`src/rtl/ram_scan_pkg.sv`:
```
// Shared types and default sizes for the RAM scan reader
// and the RAM tester top that reuses it.
package ram_scan_pkg;

    localparam int DEF_ADDR_W = 4;
    localparam int DEF_DATA_W = 2;

    typedef enum logic [2:0] {
        IDLE,
        READ,
        WAIT,
        PRESENT,
        DONE
    } scan_state_e;

endpackage

```
`src/rtl/scan_timer.sv`:
```
// Idle-period counter: counts enabled cycles, flags the
// last cycle of the period, cleared between sweeps.
module scan_timer #(
    parameter int PERIOD = 1000
) (
    input  logic clk,
    input  logic rst,
    input  logic en,
    input  logic clr,
    output logic expire
);

    localparam int CW = $clog2(PERIOD);

    logic [CW-1:0] cnt_q;
    logic [CW-1:0] cnt_d;

    // Clear has priority; otherwise count while enabled.
    always_comb begin
        cnt_d = cnt_q;
        if (clr) begin
            cnt_d = '0;
        end else if (en) begin
            cnt_d = cnt_q + 1'b1;
        end
    end

    // Counter register.
    always_ff @(posedge clk or posedge rst) begin
        if (rst) begin
            cnt_q <= '0;
        end else begin
            cnt_q <= cnt_d;
        end
    end

    assign expire = (cnt_q == CW'(PERIOD - 1));

endmodule

```
`src/rtl/ram_scan_reader.sv`:
```
// Sweeps every RAM address, presents each word on a
// valid/ready port and keeps a packed snapshot image.
module ram_scan_reader
    import ram_scan_pkg::*;
#(
    parameter int ADDR_W      = DEF_ADDR_W,
    parameter int DATA_W      = DEF_DATA_W,
    parameter int SCAN_PERIOD = 1000,
    parameter int AUTO        = 1
) (
    input  logic                             clk,
    input  logic                             rst,
    input  logic                             start,
    output logic                             r_en,
    output logic [ADDR_W-1:0]                r_addr,
    input  logic [DATA_W-1:0]                r_data,
    output logic                             out_valid,
    input  logic                             out_ready,
    output logic [ADDR_W-1:0]                out_addr,
    output logic [DATA_W-1:0]                out_data,
    output logic [DATA_W*(1<<ADDR_W)-1:0]    snapshot,
    output logic                             busy,
    output logic                             done
);

    localparam int SNAP_W = DATA_W * (1 << ADDR_W);

    scan_state_e state_q, state_d;
    logic [ADDR_W-1:0] addr_q, addr_d;
    logic [ADDR_W-1:0] oaddr_q;
    logic [DATA_W-1:0] odata_q;
    logic [SNAP_W-1:0] snap_q;

    logic expire;
    logic trigger;
    logic last;

    // A start coinciding with expiry is still one trigger.
    assign trigger = (state_q == IDLE) &&
                     (start || ((AUTO != 0) && expire));
    assign last = (addr_q == {ADDR_W{1'b1}});

    scan_timer #(
        .PERIOD (SCAN_PERIOD)
    ) u_timer (
        .clk    (clk),
        .rst    (rst),
        .en     ((AUTO != 0) && (state_q == IDLE)),
        .clr    (trigger || (state_q == DONE)),
        .expire (expire)
    );

    // Next-state and scan-address logic.
    always_comb begin
        state_d = state_q;
        addr_d  = addr_q;
        unique case (state_q)
            IDLE: begin
                if (trigger) begin
                    state_d = READ;
                    addr_d  = '0;
                end
            end
            READ:    state_d = WAIT;
            WAIT:    state_d = PRESENT;
            PRESENT: begin
                if (out_ready) begin
                    if (last) begin
                        state_d = DONE;
                    end else begin
                        addr_d  = addr_q + 1'b1;
                        state_d = READ;
                    end
                end
            end
            DONE:    state_d = IDLE;
            default: state_d = IDLE;
        endcase
    end

    // State and scan-address registers.
    always_ff @(posedge clk or posedge rst) begin
        if (rst) begin
            state_q <= IDLE;
            addr_q  <= '0;
        end else begin
            state_q <= state_d;
            addr_q  <= addr_d;
        end
    end

    // Capture the RAM word the cycle after the read.
    always_ff @(posedge clk or posedge rst) begin
        if (rst) begin
            oaddr_q <= '0;
            odata_q <= '0;
            snap_q  <= '0;
        end else if (state_q == WAIT) begin
            oaddr_q <= addr_q;
            odata_q <= r_data;
            snap_q[int'(addr_q)*DATA_W +: DATA_W] <= r_data;
        end
    end

    assign r_en      = (state_q == READ);
    assign r_addr    = r_en ? addr_q : '0;
    assign out_valid = (state_q == PRESENT);
    assign out_addr  = oaddr_q;
    assign out_data  = odata_q;
    assign snapshot  = snap_q;
    assign busy      = (state_q != IDLE);
    assign done      = (state_q == DONE);

endmodule

```
`config.mk`:
```
export PLATFORM = sky130hd
export DESIGN_NAME = ram_scan_reader
export DESIGN_NICKNAME = d
export VERILOG_FILES = /design/src/rtl/ram_scan_pkg.sv /design/src/rtl/scan_timer.sv /design/src/rtl/ram_scan_reader.sv
export SDC_FILE = /design/constraint.sdc
export NUM_CORES = 1
export LEC_CHECK = 0
export BUFFER_PORTS_ARGS = -buffer_cell sky130_fd_sc_hd__buf_2
export CORE_UTILIZATION = 45
export CTS_CLUSTER_DIAMETER = 80
export CTS_CLUSTER_SIZE = 10
export DETAILED_ROUTE_END_ITERATION = 7
export PLACE_DENSITY = 0.67
export SYNTH_ARGS = -nofsm -noshare
export SYNTH_HDL_FRONTEND = slang
export SYNTH_SLANG_ARGS = --single-unit
export TNS_END_PERCENT = 5
```
`constraint.sdc`:
```
create_clock -name clk -period 3.3 [get_ports clk]
set_clock_uncertainty 0.2 [all_clocks]
set_input_delay 0.165 -clock clk [delete_from_list [all_inputs] [get_ports clk]]
set_output_delay 0.165 -clock clk [all_outputs]
set_load 0.01 [all_outputs]
```
# --- Yosys cells after proc, flatten, opt, wreduce, memory -nomap -nowiden ---
# Cells that the tools add are included.
op_classes:
  reduce_logical: 9
  shift: 2
  mux: 12
  n_mul: 0
  n_bitwise: 0
  n_div: 0
  addsub: 3
  eq_ne: 9
  n_lt_le_gt_ge: 0
op_table:
  columns: ["cell", "n"]
  rows:
  - ["5-bit negation with 33-bit output", 1]
  - ["2-bit by 33-bit variable shift with 32-bit output (first input constant)", 1]
  - ["2-bit by 33-bit variable part select with 32-bit output", 1]
  - ["32-bit bitwise mux", 1]
  - ["10-bit two-way mux", 2]
  - ["4-bit two-way mux", 4]
  - ["3-bit one-hot mux with 4 select lines", 1]
  - ["10-bit by 1-bit adder with 10-bit output (second input constant)", 1]
  - ["10-bit == test (second input constant)", 1]
  - ["3-bit two-way mux", 3]
  - ["4-bit one-hot mux with 2 select lines", 1]
  - ["3-bit by 2-bit == test with 1-bit output (second input constant)", 2]
  - ["4-bit by 1-bit adder with 4-bit output (second input constant)", 1]
  - ["4-bit == test (second input constant)", 1]
  - ["2-bit != test (second input constant)", 2]
  - ["4-bit AND reduction", 1]
  - ["2-bit nonzero test", 2]
  - ["3-bit by 1-bit == test with 1-bit output (second input constant)", 1]
  - ["3-bit == test (second input constant)", 1]
  - ["3-bit zero test", 1]
  - ["3-bit nonzero test", 1]
  - ["1-bit logical OR", 2]
  - ["2-bit by 1-bit != test with 1-bit output (second input constant)", 1]
  - ["2-bit AND reduction", 1]
  - ["1-bit logical AND", 1]
totals:
  regBits: 55
  word_cells: 41
  latch_bits: 0
  mem_bits_ro: 0
  output_inout_bits: 46
  inputBits: 6
  n_memories: 0
  ram_bits: 0

# --- Longest topological paths before layout ---
logic_depth:
  depth_word: 5
  depth_mapped: 7
  mapped_depth_nobuf: 6

# --- Cells and area by module ---
# From an unflattened synthesis, not the netlist that was laid out.
unflattened:
  hier_cells: 247
  hier_area_um2: 2710.1
by_module_without_submodules:
  columns: ["module", "area_per_inst_um2", "seq_area_each_um2", "n_inst", "cells_per_inst"]
  rows:
  - ["ram_scan_reader", 2192.1, 1126.1, 1, 195]
  - ["scan_timer", 518.0, 250.2, 1, 52]

# --- Worst setup path before layout ---
# No wires, ideal clock.
synth_path:
  path_kind: "reg-to-reg"
  start: "reg addr_q[0]"
  end: "reg snap_q[30] (netlist: snapshot[30])"
  path_buffers: 1
  setup_time_ns: 0.127
  path_stages_with_launch: 8
  period_less_slack_ns: 2.595
  t_required_ns: 2.973
  slack_ns: 0.705
  arrival_time_ns: 2.267
  path_cell_list: "dfrtp_1 clkbuf_1 nor3_1 ha_1 or4b_4 a21oi_2 nand2_1 mux2_1"
synth_between:
  elab_chain_cells: 3
  word_cells_on_any_way: 4
  classes_between: "add/sub: 1; shift: 2; mux: 1"
synth_lines:
  columns: ["item", "line", "source"]
  rows:
  - ["from (decl)", "ram_scan_reader.sv:29", "logic [ADDR_W-1:0] addr_q, addr_d;"]
  - ["from (signal assigned)", "ram_scan_reader.sv:88", "addr_q <= addr_d;"]
  - ["5-bit negation with 33-bit output *", "ram_scan_reader.sv:101", "snap_q[int'(addr_q)*DATA_W +: DATA_W] <= r_data;"]
  - ["2-bit by 33-bit variable part select with 32-bit output or 2-bit by 33-bit variable shift with 32-bit output (tied branches)", "ram_scan_reader.sv:101", null]
  - ["32-bit bitwise mux *", "ram_scan_reader.sv:101", null]
  - ["to (signal, indexed assignment)", "ram_scan_reader.sv:101", null]
  - ["to (decl)", "ram_scan_reader.sv:32", "logic [SNAP_W-1:0] snap_q;"]
# Mark *: on every way between the ends. The rest lies on a longest branch, timed or not.
# A chain may end at the register's enable or synchronous reset.

# --- Worst setup path after layout ---
layout_path:
  start: "reg addr_q[0]"
  end: "reg snap_q[3] (netlist: snapshot[3])"
# The elaborated chain is that of the path after synthesis.

==> summary by stage <==
Critical path
The signal on the critical path passes through inv_2 -> ha_1 -> xor2_1 -> nor4_2 -> and2_1 -> mux2_2. Together, buffers and inverters on the worst path number 1. The critical path start-end classification is reg -> reg.

The required time of the critical path is 3.30 ns. The critical path's top delay family is simple AND/OR/NAND/NOR gates. The slowest stage of the critical path is the sky130_fd_sc_hd__nor4_2 cell. The largest single stage delay on the critical path is 0.48 ns.

The critical-path maximum fanout is 8. Data on the critical path arrives at its endpoint at 2.71 ns. STA classifies the critical path startpoint as a register.

The element type at the critical path end is a register.

Floorplan
The die outline width is 81.4 um. The initial core utilization is 47.4%. The die outline height is 81.4 um. The boundary pin count is 52.

The floorplan has 28 rows. The total die area is 6630 um2. The core box area is 5990 um2.

Yosys
In this run, synthesis inferred 0 flip-flops with an integrated enable. The most instantiated flip-flop cell in the synthesis netlist is sky130_fd_sc_hd__dfrtp_1. After synthesis, the cell types taking the most area are sky130_fd_sc_hd__dfrtp_1 (48%), sky130_fd_sc_hd__mux2_1 (7.1%), sky130_fd_sc_hd__mux2_2 (5.9%). The share of flip-flops with an asynchronous set or reset is 100%. The library cell with the largest summed area after synthesis is sky130_fd_sc_hd__dfrtp_1. The synthesized area per cell is 10.9 um2. Summed over its instances, the top area cell type makes up 48.5% of the synthesized netlist area. The number of distinct library cells after synthesis is 46. When the netlist entered floorplanning its net count stood at 271. The Yosys step of the flow raised 0 warnings. The proportion of synthesized chip area in sequential cells is 48.5%. The area of the mapped netlist is 2840 um2.

Synthesis produced a netlist whose cell count is 261. Synthesis inferred 55 register bits.

Power
The total power density per cell area is 798 nW/um2. The analysis attributes to cell leakage a power of 1.66 nW. Across the VDD grid, the largest voltage drop is 0.000477 V.

Clock network
The tree is rooted in a sky130_fd_sc_hd__clkbuf_8. Once the clock tree was built, the setup fixing pass inserted 0 buffers. The number of clock buffers added by TritonCTS is 5.

The H-tree depth is 2. The clock passes through at most 2 buffers. Clock latency on the worst-skew pair, taken at its later pin, is 0.31 ns. After clock tree synthesis, the clock-pin slew on the worst setup and hold paths is 0.09 ns. The CTS tree is built. Buffers inserted to repair hold after CTS numbered 4.

The count of clock tree sinks is 55. The post-CTS resize count is 0.

Routing
After detailed routing, the total wire length is 6030 um. The number of routed nets with antenna violations is 0. The average vias per placed instance is 5.39. After detailed routing, the number of remaining DRC violations is 0. The first detailed-routing pass took 4 iterations.

After detailed routing, the average wire length per cell comes to 15.3 um. For this block, the initial DRC count from the detailed router was 135. The routed layout has 2128 vias.

STA
Static timing analysis puts the maximum clock frequency at 0.369 GHz. The post-route setup TNS is 0 ns. The final critical-path required period is 2.71 ns. The actual transition at the worst max-transition pin is 0.670 ns. The setup-violating endpoint count in the final report is 0. The portion of the clock cycle consumed by the worst path in the final layout is 82.0%. The worst pin sits at a relative slew slack of 55.3%. Setup repair after global routing left no endpoint under its margin. The final max-slew violation count is 0.

The hold violation count in the final report is 0.

GRT
The largest net degree at the start of global routing is 34. The via count of the first global-routing pass is 2056. The number of antenna violations at the first check in global routing was 0. The first global-routing pass estimated 10100 um of wire. Global routing consumed, over all layers together, 20.4% of the routing resources. Global routing finished with a remaining overflow of 0.

Placement
The post-DP HPWL is 4460 um. The number of I/O port buffers is 51. Routability-driven placement finished with a final weighted congestion of 0.825. The placed instance count is 383.

Finish
After filler insertion, the fill cell instance count of the layout stands at 558. Excluding fillers, the count of instances in the completed layout stands at 395. The repair_antennas step left the layout with diodes totalling 0. The final layout contains 329 nets.

The fraction of layout cells with a size suffix above 1 is 29.1%. The layout overhead on the synthesized area is 16.6%. The leading cell type in the layout, fill and taps excluded is sky130_fd_sc_hd__dfrtp_1.

In the layout the commonest cells are sky130_fd_sc_hd__dfrtp_1 (55), sky130_fd_sc_hd__buf_2 (51), sky130_fd_sc_hd__nand2_1 (25).

Status
The run finished with clean final reports.

Worst hold path
The class of the worst hold path is in -> reg.

Run
The max-cap check violation count is 0.
==> area by class of cell <==
type / count / area, um2 / area share (%)
clock inverter: 2 / 12.5 / 0.378
inverter: 15 / 56.3 / 1.70
multi-input combinational: 182 / 1370 / 41.3
tap: 75 / 93.8 / 2.83
timing repair buffer: 60 / 333 / 10.1
clock buffer: 6 / 72.6 / 2.19
sequential: 55 / 1380 / 41.6
==> power breakdown <==
| group | internal, mW | switching, mW |
|---|---|---|
| logic | 0.507 | 0.744 |
| registers | 0.853 | 0.171 |
| clock network | 0.149 | 0.217 |
| total | 1.51 | 1.13 |
==> sequential cells by signal (all words and copies together), names as in the netlist <==
name           flops
u_timer.cnt_q     10
state_q            3
out_data           2
snapshot          32
addr_q             4
out_addr           4
==> Yosys cell counts, types with 4 or more instances <==
| library cell | n |
|---|---|
| sky130_fd_sc_hd__nand2_1 | 25 |
| sky130_fd_sc_hd__mux2_2 | 15 |
| sky130_fd_sc_hd__a31oi_1 | 5 |
| sky130_fd_sc_hd__nor2_1 | 16 |
| sky130_fd_sc_hd__clkbuf_1 | 5 |
| sky130_fd_sc_hd__inv_1 | 13 |
| sky130_fd_sc_hd__a2111oi_4 | 4 |
| sky130_fd_sc_hd__mux2_1 | 18 |
| sky130_fd_sc_hd__and2_1 | 7 |
| sky130_fd_sc_hd__and3_1 | 5 |
| sky130_fd_sc_hd__a21oi_1 | 10 |
| sky130_fd_sc_hd__nand3_1 | 8 |
| sky130_fd_sc_hd__nor4_1 | 4 |
| sky130_fd_sc_hd__nor3_1 | 13 |
| sky130_fd_sc_hd__nand2b_1 | 4 |
| sky130_fd_sc_hd__o21ai_0 | 6 |
| sky130_fd_sc_hd__mux2i_1 | 6 |
| sky130_fd_sc_hd__ha_1 | 4 |
| sky130_fd_sc_hd__dfrtp_1 | 55 |
==> path summary, 6_finish.rpt <==
path / from / endpoint / slack, ns / depth (start not counted)
setup / recovery: addr_q[0]$_DFFE_PP0P_ / snapshot[3]$_DFFE_PP0P_ / 0.59 / 6
hold / removal: out_ready / state_q[0]$_DFFE_PP0P_ / 0.03 / 4
setup reg to reg: addr_q[0]$_DFFE_PP0P_ / snapshot[3]$_DFFE_PP0P_ / 0.59 / 6
hold reg to reg: snapshot[20]$_DFFE_PP0P_ / snapshot[20]$_DFFE_PP0P_ / 0.29 / 1
max in group asynchronous: rst / out_data[1]$_DFFE_PP0P_ / 1.97 / 4
min in group asynchronous: rst / snapshot[4]$_DFFE_PP0P_ / 0.29 / 3
==> cells by family after synthesis <==
kind of cell / Yosys count / share of synthesized area (%)
simple gates: 97 / 18.1
flops: 55 / 48.5
compound gates: 39 / 12.2
mux: 39 / 15.2
buf+inv: 24 / 3.44
fa+ha+maj: 4 / 1.76
xor+xnor: 3 / 0.925
==> worst reg2reg max path, delay by kind of cell (launching register included) <==
family | cells | cell delay (ns)
xor gates and xnor gates | 1 | 0.28
DFF | 1 | 0.47
adders and majority gates | 1 | 0.41
and+or+nand+nor | 2 | 0.73
buffers and inverters | 1 | 0.16
muxes | 1 | 0.35
==> per-layer routing <==
metal	GRT usage (%)	part of all wire, %	routed length [um]
met1	28.6	48	2870
met2	31.2	47	2820
met3	4.22	3.9	238
met4	7.32	1.6	97
met5	0	0	0
==> stage by stage <==
stage	power, mW	hold slack [ns]	setup slack (ns)	instance area, um2	util, %
4_1_cts	2.67	0.0248	0.600	3310	55.3
3_3_place_gp	2.27	0.107	0.758	3190	53.2
2_1_floorplan	1.90	0.102	0.705	2840	-
6_report	2.64	0.0348	0.593	3310	55.3
5_1_grt	2.85	0.0408	0.382	3310	55.3
3_5_place_dp	2.29	0.108	0.645	3190	53.2
(Power assumes the default switching activity.)
